<file path="src/rtl/serial_operand_feeder.sv">
// Feeds a parallel operand pair LSB-first into a bit-serial adder: clear pulse, WIDTH bits, drain.
// Define SER_FEED_SKID_EN to add a one-entry holding register for back-to-back issue.
module serial_operand_feeder #(
  parameter int unsigned WIDTH = 4,
  parameter int unsigned DRAIN = 2
) (
  input  logic                     clk,
  input  logic                     rst,
  input  logic                     in_valid,
  output logic                     in_ready,
  input  logic [WIDTH-1:0]         in_a,
  input  logic [WIDTH-1:0]         in_b,
  input  logic                     in_cin,
  output logic                     adder_rst,
  output logic                     ser_a,
  output logic                     ser_b,
  output logic                     ser_cin,
  output logic [$clog2(WIDTH)-1:0] bit_idx,
  output logic                     last_bit,
  output logic                     busy
);

  localparam int unsigned IW = $clog2(WIDTH);
  localparam int unsigned DW = (DRAIN > 1) ? $clog2(DRAIN) : 1;
  localparam logic [IW-1:0] LastIdx   = IW'(WIDTH - 1);
  localparam logic [DW-1:0] LastDrain = DW'(DRAIN - 1);

  typedef enum logic [1:0] {StIdle, StClear, StShift, StDrain} state_e;

  state_e           state_q;
  logic [WIDTH-1:0] sh_a_q, sh_b_q;
  logic [DW-1:0]    drain_q;

  logic             hs, op_end, launch;
  logic [WIDTH-1:0] ld_a, ld_b;
  logic             ld_cin;

  assign hs = in_valid & in_ready;

  // Final cycle of the current operation; a new one may launch straight into CLEAR here.
  assign op_end = ((state_q == StShift) && (bit_idx == LastIdx) && (DRAIN == 0)) ||
                  ((state_q == StDrain) && (drain_q == LastDrain));

`ifdef SER_FEED_SKID_EN
  logic             hold_full_q;
  logic [WIDTH-1:0] hold_a_q, hold_b_q;
  logic             hold_cin_q;
  logic             hold_set, hold_clr;

  always_comb begin
    in_ready = !hold_full_q && !rst;
    launch   = 1'b0;
    hold_set = 1'b0;
    hold_clr = 1'b0;
    ld_a     = in_a;
    ld_b     = in_b;
    ld_cin   = in_cin;
    if (op_end && hold_full_q) begin
      launch   = 1'b1;
      hold_clr = 1'b1;
      ld_a     = hold_a_q;
      ld_b     = hold_b_q;
      ld_cin   = hold_cin_q;
    end else if (hs && (state_q == StIdle || op_end)) begin
      launch = 1'b1;
    end else if (hs) begin
      hold_set = 1'b1;
    end
  end

  always_ff @(posedge clk) begin
    if (rst) begin
      hold_full_q <= 1'b0;
      hold_a_q    <= '0;
      hold_b_q    <= '0;
      hold_cin_q  <= 1'b0;
    end else if (hold_set) begin
      hold_full_q <= 1'b1;
      hold_a_q    <= in_a;
      hold_b_q    <= in_b;
      hold_cin_q  <= in_cin;
    end else if (hold_clr) begin
      hold_full_q <= 1'b0;
    end
  end
`else
  always_comb begin
    in_ready = (state_q == StIdle) && !rst;
    launch   = hs;
    ld_a     = in_a;
    ld_b     = in_b;
    ld_cin   = in_cin;
  end
`endif

  always_ff @(posedge clk) begin
    if (rst) begin
      state_q   <= StIdle;
      sh_a_q    <= '0;
      sh_b_q    <= '0;
      drain_q   <= '0;
      adder_rst <= 1'b0;
      ser_a     <= 1'b0;
      ser_b     <= 1'b0;
      ser_cin   <= 1'b0;
      bit_idx   <= '0;
      last_bit  <= 1'b0;
      busy      <= 1'b0;
    end else begin
      adder_rst <= 1'b0;
      ser_a     <= 1'b0;
      ser_b     <= 1'b0;
      last_bit  <= 1'b0;
      if (launch) begin
        state_q   <= StClear;
        adder_rst <= 1'b1;
        sh_a_q    <= ld_a;
        sh_b_q    <= ld_b;
        ser_cin   <= ld_cin;
        bit_idx   <= '0;
        busy      <= 1'b1;
      end else begin
        unique case (state_q)
          StIdle: ;
          StClear: begin
            state_q <= StShift;
            ser_a   <= sh_a_q[0];
            ser_b   <= sh_b_q[0];
            sh_a_q  <= sh_a_q >> 1;
            sh_b_q  <= sh_b_q >> 1;
            bit_idx <= '0;
          end
          StShift: begin
            if (bit_idx == LastIdx) begin
              if (DRAIN == 0) begin
                state_q <= StIdle;
                busy    <= 1'b0;
              end else begin
                state_q <= StDrain;
                drain_q <= '0;
              end
            end else begin
              ser_a    <= sh_a_q[0];
              ser_b    <= sh_b_q[0];
              sh_a_q   <= sh_a_q >> 1;
              sh_b_q   <= sh_b_q >> 1;
              bit_idx  <= bit_idx + 1'b1;
              last_bit <= ((bit_idx + 1'b1) == LastIdx);
            end
          end
          StDrain: begin
            if (drain_q == LastDrain) begin
              state_q <= StIdle;
              busy    <= 1'b0;
            end else begin
              drain_q <= drain_q + 1'b1;
            end
          end
        endcase
      end
    end
  end

endmodule

</file>
<file path="config.mk">
export PLATFORM = sky130hd
export DESIGN_NAME = serial_operand_feeder
export DESIGN_NICKNAME = d
export VERILOG_FILES = /design/src/rtl/serial_operand_feeder.sv
export SDC_FILE = /design/constraint.sdc
export NUM_CORES = 1
export LEC_CHECK = 0
export ABC_AREA = 1
export BUFFER_PORTS_ARGS = -buffer_cell sky130_fd_sc_hd__buf_2
export CORE_UTILIZATION = 47
export CTS_CLUSTER_DIAMETER = 50
export DETAILED_ROUTE_END_ITERATION = 10
export PLACE_DENSITY_LB_ADDON = 0.2
export SETUP_SLACK_MARGIN = 0.3
export SYNTH_ARGS = -nofsm -noshare
export SYNTH_HDL_FRONTEND = slang
export SYNTH_SLANG_ARGS = --single-unit
</file>
<file path="constraint.sdc">
create_clock -name clk -period 1.3 [get_ports clk]
set_input_delay 0.065 -clock clk [delete_from_list [all_inputs] [get_ports clk]]
set_output_delay 0.065 -clock clk [all_outputs]
set_load 0.02 [all_outputs]
</file>
Word level (Yosys, flattened, before mapping)
Index checks and enable logic that the tools add are counted.
Widths: inputs -> output; s select.
{"block": "word_totals", "ff_bits": 19, "input_bits": 12, "out_inout_bits": 9}
{"block": "classes", "n_addsub": 2, "n_reduce_logical": 18, "n_bitwise": 3, "muxes": 23, "n_eq_ne": 11}
{"operator": "$mux 4", "n": 4}
{"operator": "$pmux 4 s2", "n": 2}
{"operator": "$mux 1", "n": 9}
{"operator": "$reduce_and 3->1", "n": 3}
{"operator": "$eq 2x2->1 const B", "n": 4}
{"operator": "$reduce_bool 2->1", "n": 4}
{"operator": "$mux 2", "n": 3}
{"operator": "$ne 3x3->1 const B", "n": 2}
{"operator": "$pmux 1 s2", "n": 3}
{"operator": "$pmux 2 s3", "n": 1}
{"operator": "$reduce_and 2->1", "n": 3}
{"operator": "$reduce_bool 3->1", "n": 2}
{"operator": "$ne 2x2->1 const B", "n": 2}
{"operator": "$pmux 2 s2", "n": 1}
{"operator": "$reduce_bool 4->1", "n": 1}
{"operator": "$reduce_or 4->1", "n": 1}
{"operator": "$ne 3x2->1 const B", "n": 1}
{"operator": "$add 2x1->2 const B", "n": 1}
{"operator": "$eq 2x1->1 const B", "n": 1}
{"operator": "$logic_not 2->1", "n": 1}
{"operator": "$ne 2x1->1 const B", "n": 1}
{"operator": "$not 1->1", "n": 2}
{"operator": "$reduce_or 2->1", "n": 1}
{"operator": "$add 1x1->1 const B", "n": 1}
{"operator": "3 further kinds", "n": 3}

Depth between registers and ports, before layout
Gate-level depths: netlist of the first run.
{"block": "depth", "ltp_word": 5, "ltp_mapped": 9, "depth_no_buf": 8}

Least setup slack after synthesis of the first run
OpenSTA, ideal clock, no wires.
{"block": "synth_timing", "path_kind": "register to register", "from": "register bit_idx[0]", "to": "register drain_q", "setup_time_ns": 0.131, "stages_incl_launch_ff": 8, "slack_ns": -0.024, "path_buffers": 1, "t_arrival_ns": 1.193, "cell_sequence": "dfxtp_1 ha_1 inv_1 nand2_1 buf_4 nand3_2 nand2_1 a21oi_2"}
{"block": "synth_between", "elab_chain_len": 3}
{"item": "from (decl)", "line": "18", "source": "output logic [$clog2(WIDTH)-1:0] bit_idx,"}
{"item": "from (signal assigned)", "line": "147", "source": "bit_idx <= bit_idx + 1'b1;"}
{"item": "$eq 2x2->1", "line": "134", "source": "if (bit_idx == LastIdx) begin"}
{"item": "$ne 2x1->1 (no line)"}
{"item": "$reduce_and 3->1 (no line)"}
{"item": "to (signal assigned)", "line": "156", "source": "drain_q <= drain_q + 1'b1;"}
{"item": "to (decl)", "line": "32", "source": "logic [DW-1:0] drain_q;"}
Every way passes these cells.
A chain may end at the register's enable or synchronous reset.

Worst setup path in the final report of the first run
{"block": "layout_timing", "from": "register state_q[1]", "to": "output port in_ready"}
{"block": "layout_between", "elab_chain_len": 2}
{"item": "from (decl)", "line": "30", "source": "state_e state_q;"}
{"item": "from (signal assigned)", "line": "98", "source": "state_q <= StIdle;"}
{"item": "from (signal assigned)", "line": "115", "source": "state_q <= StClear;"}
{"item": "from (signal assigned)", "line": "126", "source": "state_q <= StShift;"}
{"item": "$logic_not 2->1", "line": "88", "source": "in_ready = (state_q == StIdle) && !rst;"}
{"item": "$logic_and 1x1->1", "line": "88"}
{"item": "to (decl)", "line": "10", "source": "output logic in_ready,"}
Every way passes these cells.

==> summary.txt, run 1 <==
Placed design
  – Post-DP HPWL: 1460 µm
  – Count of buffers from port buffering: 20
  – RePlAce Congestion: 0.775

Floorplanning
  – Die Wd: 47.7 µm
  – Io pins: 21
  – Chip Height: 47.7 µm
  – Initial Utilization: 50.0%
  – Core footprint: 1960 µm²
  – FP Rows: 16
  – Die area: 2270 µm²

Critical path
  – Crit. End Element: primary output
  – Worst-path fanout max: 3
  – CP Class: reg -> out
  – Worst setup path start: state_q[1]
  – Critical R2R Launch: state_q[1]
  – Crit path launch type: register
  – Worst R2R Setup Slack: 0 ps
  – Crit path to: in_ready
  – Reg2Reg Depth: 7
  – Critical R2R Capture: bit_idx[0]
  – Required time of the critical path: 1240 ps
  – Crit path DAT: 1250 ps

Global routing
  – First-pass GRT wire length: 3550 µm
  – Vias in the first global route: 841
  – GRT Total Usage: 22.7%
  – Largest net degree at the start of global routing: 16
  – Initial antenna violation count: 0
  – Global route overflow: 0

Clock tree
  – Inserted Clock Buffers: 3
  – Clk pin slew, worst setup/hold paths: 110 ps
  – CTS sink count: 19
  – Root Driver: clkbuf_4
  – Worst-Skew Late Latency: 300 ps
  – Clk buf depth: 2
  – CTS tree: done
  – H-tree depth: 1

Min path
  – Hold Path Class: in -> reg
  – Hold Path Stages: 3
  – Worst hold start: in_a[3]

Drt
  – DRC viols: 0
  – DR vias/cell: 5.17
  – DRT antenna net count: 0
  – Initial DRC count: 25
  – WL/cell: 12.4 µm
  – DRT Pass-1 Iters: 4
  – DR vias: 998
  – Routed wire length: 2390 µm

Layout
  – Reg area: 395 µm²
  – Area Overhead vs Synth: 50.8%
  – Nets: 187
  – ANT cells: 0
  – Number of fill cells: 155
  – Share of layout cells above drive strength 1: 50.0%
  – Multi-input logic area: 702 µm²

Timing
  – Min Tclk post-route: 1310 ps
  – Final worst setup slack: -14.6 ps
  – Final Hold Fails: 0
  – Clock Skew: 4.59 ps
  – Worst Max-Slew Pin Slew: 210 ps
  – Tcrit/Tclk final: 101%
  – # setup viols final: 2
  – Hold WS: 5.71 ps
  – Relative slew slack: 85.9%
  – Max frequency: 0.761 GHz
  – RSZ-0062 raised after global routing: yes
  – Final Slew Violations: 0

Synthesis
  – Netlist cell types: 20
  – Synth Warn #: 0
  – Adder-Cell Fraction of Synth Area: 10.2%
  – Mux cell area share after synthesis: 0%
  – Cell area after synthesis: 981 µm²
  – Register bit total from synthesis: 19
  – Compound-cell area share of the yosys netlist: 8.55%
  – Synth area leaders: dfxtp_1, nand2_1, ha_1
  – Largest family of logic cells by synthesized area: simple AND/OR/NAND/NOR gates
  – Simple-Gate Fraction of Synth Area: 33.8%
  – Cells after synthesis: 129
  – Synth Area in XOR/XNOR: 0%
  – Synth top area share: 38.8%
  – Area leader, netlist: dfxtp_1
  – Seq/Total Area, Yosys: 38.8%
  – Syn nets: 149
  – Mean area per synthesized cell: 7.60 µm²

Pwr
  – IR Drop Worst-Case VDD: 1410 µV
  – Total power: 2.81 mW
  – Power Dens Cells: 1900 nW/µm²
  – P_leak: 0.645 nW

Run status
  – Status: finished with violations
  – Failing checks: negative setup slack

Flow run
  – Max cap viols: 0
## critical path, stage by stage (launching register included)
cell and delay (ps):
dfxtp_4 380, inv_4 70, ha_4 140, buf_6 100, inv_2 30, nor2_2 90, buf_4 140
## synth_stat cells
master,instances
nand4_1,13
buf_4,2
nand3_1,8
o211ai_1,1
dfxtp_1,19
inv_1,12
nand3b_1,1
buf_2,2
a21oi_1,11
or2_2,2
nand2_2,1
ha_1,8
buf_6,1
a211oi_1,1
a21oi_2,1
clkbuf_1,1
o21ai_0,1
nor2_1,6
nand3_2,3
nand2_1,35
## flip-flops by register name, summed over array words and instances, names as in the netlist
register   cells
sh_a_q         4
sh_b_q         4
bit_idx        2
state_q        2
adder_rst      1
busy           1
drain_q        1
last_bit       1
ser_a          1
ser_b          1
ser_cin        1
## layer usage
layer | vias up | global-route usage [%] | part of all wire, %
met5 | - | 0 | 0
met4 | 0 | 8.33 | 0.50
met3 | 2 | 4.53 | 3.3
met2 | 24 | 38.9 | 49
met1 | 461 | 28.0 | 47
li1 | 511 | - | -
## where the power goes
part / internal (mW) / total (mW) / switching (mW)
Clock: 0.115 / 0.306 / 0.191
Sequential: 0.698 / 0.782 / 0.0836
Combinational: 0.788 / 1.72 / 0.935
Total: 1.60 / 2.81 / 1.21
## logic make-up after synthesis
group	Yosys count
AO/OA/AOI/OAI	15
buffers and inverters	18
flip-flops	19
AND/OR/NAND/NOR	69
adder cells (fa/ha/maj)	8
## final cells by class
class / instances / share of cell area [%]
clock buffers: 3 / 1.52
clock inverters: 1 / 0.338
inverters: 12 / 3.89
multi-input cells: 93 / 47.5
flip-flops and latches: 19 / 26.7
well taps: 27 / 2.28
repair buffers: 38 / 17.8
## what timing repair did
action,in CTS,in global routing
buffers inserted,7,3
hold endpoints to repair,1,0
resized for setup,24,10
hold buffers,1,0
cloned,1,0
endpoints found under the setup margin,20,20
pin swaps,9,8
## through the flow
| stage | instances | worst slack (ps) | area (µm²) | setup TNS, ps | util [%] |
|---|---|---|---|---|---|
| after detailed placement | 177 | 55.4 | 1230 | 0 | 62.6 |
| after global placement | 177 | 71.9 | 1230 | 0 | 62.6 |
| after floorplan | 129 | 107 | 1090 | 0 | - |
| final | 193 | -14.6 | 1480 | -18.5 | 75.4 |
| after CTS | 190 | 7.39 | 1420 | 0 | 72.2 |
| after global routing | 193 | -66.0 | 1480 | -424 | 75.4 |
## layout by cell type (no fill, tap or decap), drive strengths merged, types with 2 or more instances in the layout
cell / n
nand4: 13
buf: 37
inv: 12
nand2: 36
nand3: 12
dfxtp: 19
a21oi: 12
nor2: 6
clkbuf: 3
ha: 8
or2: 2
## how the worst min path moves through the flow
| stage | to | slack [ps] |
|---|---|---|
| floorplan | ser_cin | 180 |
| global placement | ser_cin | 260 |
| detailed placement | ser_cin | 270 |
| CTS | sh_a_q[3] | 1 |
| global route | sh_a_q[3] | 20 |
| finish | sh_a_q[3] | 6 |
(Power assumes the default switching activity.)
==> run 2, diff against run 1 <==
--- a/config.mk
+++ b/config.mk
@@ -7,11 +7,12 @@
 export LEC_CHECK = 0
 export ABC_AREA = 1
 export BUFFER_PORTS_ARGS = -buffer_cell sky130_fd_sc_hd__buf_2
+export CAP_MARGIN = 20
 export CORE_UTILIZATION = 47
 export CTS_CLUSTER_DIAMETER = 50
 export DETAILED_ROUTE_END_ITERATION = 10
 export PLACE_DENSITY_LB_ADDON = 0.2
-export SETUP_SLACK_MARGIN = 0.3
+export SETUP_SLACK_MARGIN = 0.5
 export SYNTH_ARGS = -nofsm -noshare
 export SYNTH_HDL_FRONTEND = slang
 export SYNTH_SLANG_ARGS = --single-unit
==> run 2 against run 1 <==
Sequential power grew 2.7%. Die area unchanged. Critical path type is now reg -> reg. Total power rose by 24%. The run still ends with negative setup slack left. Register-to-register slack got worse by 70 ps. Hold slack improved by 15 ps. Combinational power is 38% higher. Final cell count is 4.7% higher.
==> summary.txt, run 2 (synthesized netlist as in run 1, its figures left out) <==
Flow run
  – Max cap viols: 0 (unchanged)

Placed design
  – Dpl cells: 180 (was 177)
  – Count of buffers from port buffering: 20 (unchanged)
  – Post-DP HPWL: 1550 µm (was 1460 µm)
  – RePlAce Congestion: 0.817 (was 0.775)
  – Worst Setup Slack post-DPL: -0.315 ps (was 55.4 ps)

Drt
  – DR vias: 1153 (was 998)
  – Routed wire length: 3560 µm (was 2390 µm)
  – DRT antenna net count: 0 (unchanged)
  – WL/cell: 17.6 µm (was 12.4 µm)
  – DR vias/cell: 5.71 (was 5.17)
  – DRT Pass-1 Iters: 4 (unchanged)
  – DRC viols: 0 (unchanged)
  – Initial DRC count: 36 (was 25)

Critical path
  – CP Cell Sequence: inv_6 -> ha_4 -> buf_4 -> nand3_4 -> buf_6 -> nand2_8 -> a211oi_2 (was inv_4 -> ha_4 -> buf_6 -> inv_2 -> nor2_2 -> buf_4)
  – Required time of the critical path: 1500 ps (was 1240 ps)
  – Crit path DAT: 1570 ps (was 1250 ps)
  – Worst R2R Setup Slack: -70 ps (was 0 ps)
  – CP delay by family, top: flip-flops (unchanged)
  – Worst-path fanout max: 6 (was 3)
  – Slowest cell on the critical path: dfxtp_4 (unchanged)
  – CP Class: reg -> reg (was reg -> out)
  – Crit path launch type: register (unchanged)
  – Crit. End Element: register (was primary output)
  – CP Buf/Inv Count: 3 (was 4)
  – Slowest stage delay, CP: 390 ps (was 380 ps)

Floorplanning
  – Core footprint: 1960 µm² (unchanged)
  – Io pins: 21 (unchanged)
  – Die area: 2270 µm² (unchanged)
  – Initial Utilization: 50.0% (unchanged)
  – FP Rows: 16 (unchanged)
  – Chip Height: 47.7 µm (unchanged)
  – Die Wd: 47.7 µm (unchanged)

Layout
  – Area Overhead vs Synth: 76.8% (was 50.8%)
  – ANT cells: 0 (unchanged)
  – Most frequent cells in the layout: nand2_1, buf_6, nand4_1, buf_4, buf_2 (was nand2_1, buf_2, dfxtp_1, nand4_1, buf_4)
  – Nets: 196 (was 187)
  – Leading registers by flop count: sh_a_q: 4 flops, sh_b_q: 4 flops (unchanged)
  – Post-route non-filler standard cell count: 202 (was 193)
  – Most common cell after layout, fill and taps aside: nand2_1 (unchanged)
  – Share of layout cells above drive strength 1: 59.4% (was 50.0%)
  – Number of fill cells: 91 (was 155)

Timing
  – Final worst setup slack: -68.0 ps (was -14.6 ps)
  – Hold WS: 20.4 ps (was 5.71 ps)
  – Final Hold Fails: 0 (unchanged)
  – Relative slew slack: 76.2% (was 85.9%)
  – Tcrit/Tclk final: 105% (was 101%)
  – # setup viols final: 3 (was 2)
  – Max frequency: 0.731 GHz (was 0.761 GHz)
  – Final Slew Violations: 0 (unchanged)
  – Clock Skew: 1.47 ps (was 4.59 ps)
  – Setup TNS Final: -101 ps (was -18.5 ps)
  – RSZ-0062 raised after global routing: yes (unchanged)
  – Worst Max-Slew Pin Slew: 357 ps (was 210 ps)
  – Min Tclk post-route: 1370 ps (was 1310 ps)

Clock tree
  – Clk pin slew, worst setup/hold paths: 110 ps (about the same)
  – H-tree depth: 1 (unchanged)
  – Root Driver: clkbuf_4 (unchanged)
  – Worst-Skew Late Latency: 290 ps (was 300 ps)
  – Clk buf depth: 2 (unchanged)
  – Inserted Clock Buffers: 3 (unchanged)
  – CTS sink count: 19 (unchanged)
  – CTS tree: done (unchanged)

Pwr
  – Power Dens Cells: 2010 nW/µm² (was 1900 nW/µm²)
  – P_leak: 0.714 nW (was 0.645 nW)
  – Total power: 3.49 mW (was 2.81 mW)
  – IR Drop Worst-Case VDD: 1410 µV (about the same)

Global routing
  – Vias in the first global route: 973 (was 841)
  – Initial antenna violation count: 0 (unchanged)
  – GRT Total Usage: 29.0% (was 22.7%)
  – Largest net degree at the start of global routing: 13 (was 16)
  – First-pass GRT wire length: 4480 µm (was 3550 µm)
  – Global route overflow: 0 (unchanged)

Run status
  – Failing checks: negative setup slack (unchanged)
  – Status: finished with violations (unchanged)

Min path
  – Hold Path Class: in -> reg (unchanged)
-- run 2: what timing repair did --
action / 4_1_cts / 5_1_grt
gates cloned: 3 / 0
pin swaps: 6 / 21
setup endpoints to repair: 28 / 28
hold endpoints to repair: 1 / 0
gates resized for setup: 54 / 25
hold buffers: 1 / 0
buffers inserted: 7 / 7
-- run 2: through the flow --
| step | util (%) | instance area (µm²) |
|---|---|---|
| floorplan | - | 1090 |
| global placement | 63.7 | 1250 |
| CTS | 79.0 | 1550 |
| finish | 88.4 | 1730 |
| detailed placement | 63.7 | 1250 |
| global route | 88.4 | 1730 |
-- run 2: power breakdown --
part,switching [mW],leakage (nW),internal [mW]
clock network,0.187,0.0150,0.119
registers,0.0996,0.160,0.703
logic,1.26,0.539,1.12
total,1.54,0.714,1.94
-- run 2: cell type report --
cell class | count | area [µm²] | area share (%)
clock buffer | 4 | 26.3 | 1.52
inverter | 12 | 65.1 | 3.75
multi-input combinational | 95 | 797 | 46.0
sequential | 19 | 403 | 23.2
tap | 27 | 33.8 | 1.95
timing repair buffer | 45 | 409 | 23.6
-- run 2: metal layers --
metal	vias to the layer above	part of all wire (%)	global-route usage (%)
met1	532	38	34.6
met5	-	0	0
met3	18	5.7	4.53
met2	70	52	51.1
li1	533	-	-
met4	0	4.1	12.8
-- run 2: worst reg2reg max path, cell delays in order (launching register included) --
cell	delay, ps
dfxtp_4	390
inv_6	40
ha_4	160
buf_4	140
nand3_4	130
buf_6	140
nand2_8	60
a211oi_2	210
-- run 2: final timing paths --
check,from,end,depth (start not counted)
setup / recovery,state_q[1],bit_idx[0],7
hold / removal,in_a[3],sh_a_q[3],3
setup reg to reg,state_q[1],bit_idx[0],7
hold reg to reg,sh_a_q[0],ser_a,2
==> run 3, diff against run 2 <==
--- a/config.mk
+++ b/config.mk
@@ -12,6 +12,7 @@
 export CTS_CLUSTER_DIAMETER = 50
 export DETAILED_ROUTE_END_ITERATION = 10
 export PLACE_DENSITY_LB_ADDON = 0.2
+export RECOVER_POWER = 50
 export SETUP_SLACK_MARGIN = 0.5
 export SYNTH_ARGS = -nofsm -noshare
 export SYNTH_HDL_FRONTEND = slang
==> run 3 against run 2 <==
The run still ends with negative setup slack left. Die area is the same. Flip-flop and latch count is the same. Combinational power is essentially flat. Largest power group unchanged. Highest routed layer unchanged. Critical path type unchanged.
==> summary.txt, run 3 (synthesized netlist as in run 1, its figures left out) <==
Run status
  – Status: finished with violations (unchanged)
  – Failing checks: negative setup slack (unchanged)

Critical path
  – Crit path DAT: 1570 ps (about the same)
  – CP Cell Sequence: inv_6 -> ha_4 -> buf_4 -> nand3_4 -> buf_6 -> nand2_8 -> a211oi_2 (unchanged)
  – Worst R2R Setup Slack: -70 ps (about the same)
  – Crit. End Element: register (unchanged)
  – Reg2Reg Depth: 7 (unchanged)
  – Crit path to: bit_idx[0] (unchanged)
  – Slowest cell on the critical path: dfxtp_4 (unchanged)
  – CP Buf/Inv Count: 3 (unchanged)
  – Crit path launch type: register (unchanged)
  – CP Class: reg -> reg (unchanged)
  – Critical path depth: 7 (unchanged)
  – Worst setup path start: state_q[1] (unchanged)
  – Critical R2R Capture: bit_idx[0] (unchanged)
  – CP delay by family, top: flip-flops (unchanged)
  – Slowest stage delay, CP: 390 ps (about the same)
  – Critical R2R Launch: state_q[1] (unchanged)
  – Required time of the critical path: 1500 ps (about the same)
  – Worst-path fanout max: 6 (unchanged)

Floorplanning
  – FP Rows: 16 (unchanged)
  – Die Wd: 47.7 µm (unchanged)
  – Initial Utilization: 50.0% (unchanged)
  – Io pins: 21 (unchanged)
  – Core footprint: 1960 µm² (unchanged)
  – Chip Height: 47.7 µm (unchanged)
  – Die area: 2270 µm² (unchanged)

Min path
  – Hold Path Class: in -> reg (unchanged)
  – Worst hold start: in_a[3] (unchanged)

Timing
  – Relative slew slack: 76.2% (unchanged)
  – RSZ-0062 raised after global routing: yes (unchanged)
  – Clock Skew: 1.47 ps (unchanged)
  – Min Tclk post-route: 1370 ps (unchanged)
  – Final Hold Fails: 0 (unchanged)
  – Final Slew Violations: 0 (unchanged)
  – # setup viols final: 3 (unchanged)
  – Setup TNS Final: -101 ps (unchanged)
  – Final worst setup slack: -68.0 ps (unchanged)
  – Max frequency: 0.731 GHz (unchanged)
  – Worst Max-Slew Pin Slew: 357 ps (unchanged)
  – Tcrit/Tclk final: 105% (unchanged)

Placed design
  – Post-DP HPWL: 1550 µm (unchanged)
  – Placement Cell Area: 1250 µm² (unchanged)
  – Count of buffers from port buffering: 20 (unchanged)
  – RePlAce Congestion: 0.817 (unchanged)
  – Dpl cells: 180 (unchanged)

Drt
  – DRC viols: 0 (unchanged)
  – Initial DRC count: 36 (unchanged)
  – DRT Pass-1 Iters: 4 (unchanged)
  – WL/cell: 17.6 µm (unchanged)
  – DRT antenna net count: 0 (unchanged)
  – DR vias/cell: 5.71 (unchanged)
  – DR vias: 1153 (unchanged)
  – Routed wire length: 3560 µm (unchanged)

Pwr
  – IR Drop Worst-Case VDD: 1410 µV (about the same)
  – P_leak: 0.712 nW (was 0.714 nW)
  – Power Dens Cells: 2020 nW/µm² (was 2010 nW/µm²)
  – Total power: 3.49 mW (about the same)

Layout
  – ANT cells: 0 (unchanged)
  – Nets: 196 (unchanged)
  – Area Overhead vs Synth: 76.1% (was 76.8%)
  – Post-route non-filler standard cell count: 202 (unchanged)
  – Share of layout cells above drive strength 1: 56.6% (was 59.4%)
  – Most common cell after layout, fill and taps aside: nand2_1 (unchanged)
  – Fin area: 1730 µm² (about the same)
  – Most frequent cells in the layout: nand2_1, buf_6, dfxtp_1, nand4_1, buf_4 (was nand2_1, buf_6, nand4_1, buf_4, buf_2)
  – Fin util: 88.1% (was 88.4%)
  – Leading registers by flop count: sh_a_q: 4 flops, sh_b_q: 4 flops (unchanged)

Global routing
  – Largest net degree at the start of global routing: 13 (unchanged)
  – GRT Total Usage: 29.0% (unchanged)
  – Initial antenna violation count: 0 (unchanged)
  – Global route overflow: 0 (unchanged)
  – Vias in the first global route: 973 (unchanged)
  – First-pass GRT wire length: 4480 µm (unchanged)

Clock tree
  – CTS sink count: 19 (unchanged)
  – Worst-Skew Late Latency: 290 ps (about the same)
  – Root Driver: clkbuf_4 (unchanged)
  – Inserted Clock Buffers: 3 (unchanged)
  – Clk buf depth: 2 (unchanged)
  – CTS tree: done (unchanged)
  – Clk pin slew, worst setup/hold paths: 110 ps (about the same)
  – H-tree depth: 1 (unchanged)

Flow run
  – Max cap viols: 0 (unchanged)
==> run 3: cell counts in the layout (fill, tap and decap cells not counted) <==
Identical to the previous run, type by type.
==> run 3: how the worst min path moves through the flow <==
stage          depth (start not counted)        end  slack, ps
3_3_place_gp                           3    ser_cin        260
4_1_cts                                3  sh_b_q[3]         20
5_1_grt                                3  sh_a_q[3]         20
2_1_floorplan                          2    ser_cin        180
6_report                               3  sh_a_q[3]         20
3_5_place_dp                           3    ser_cin        270
==> run 3: layer usage <==
layer	vias up	track usage (%)	share of wire, %
li1	533	-	-
met1	532	34.6	38
met2	70	51.1	52
met3	18	4.53	5.7
met4	0	12.8	4.1
met5	-	0	0
==> run 3: cell type report <==
cell class / instances / area (µm²)
well taps: 27 / 33.8
multi-input cells: 95 / 797
fillers: 94 / 234
clock buffers: 4 / 26.3
inverters: 12 / 65.1
flip-flops and latches: 19 / 397
repair buffers: 45 / 409
==> run 3: worst reg2reg max path: stages, from the launching register on <==
cell      delay [ps]
dfxtp_4          390
inv_6             40
ha_4             160
buf_4            140
nand3_4          130
buf_6            140
nand2_8           60
a211oi_2         210
==> run 3: repair_timing <==
action / CTS / global route
hold buffers: 1 / 0
pin swaps: 6 / 21
setup endpoints to repair: 28 / 28
gates resized for setup: 54 / 25
endpoints found under the hold margin: 1 / 0
cloned: 3 / 0
setup buffers: 7 / 7
==> run 3: through the flow <==
stage                     hold slack [ps]  setup slack [ps]
after floorplan                       176               107
after global placement                258              26.7
after detailed placement              270            -0.315
after CTS                            17.5             -9.71
after global routing                 23.5              -125
final                                20.4             -68.0
==> run 3: where the power goes <==
| group | switching (mW) | internal [mW] |
|---|---|---|
| Sequential | 0.0996 | 0.701 |
| Clock | 0.187 | 0.119 |
| Combinational | 1.26 | 1.12 |
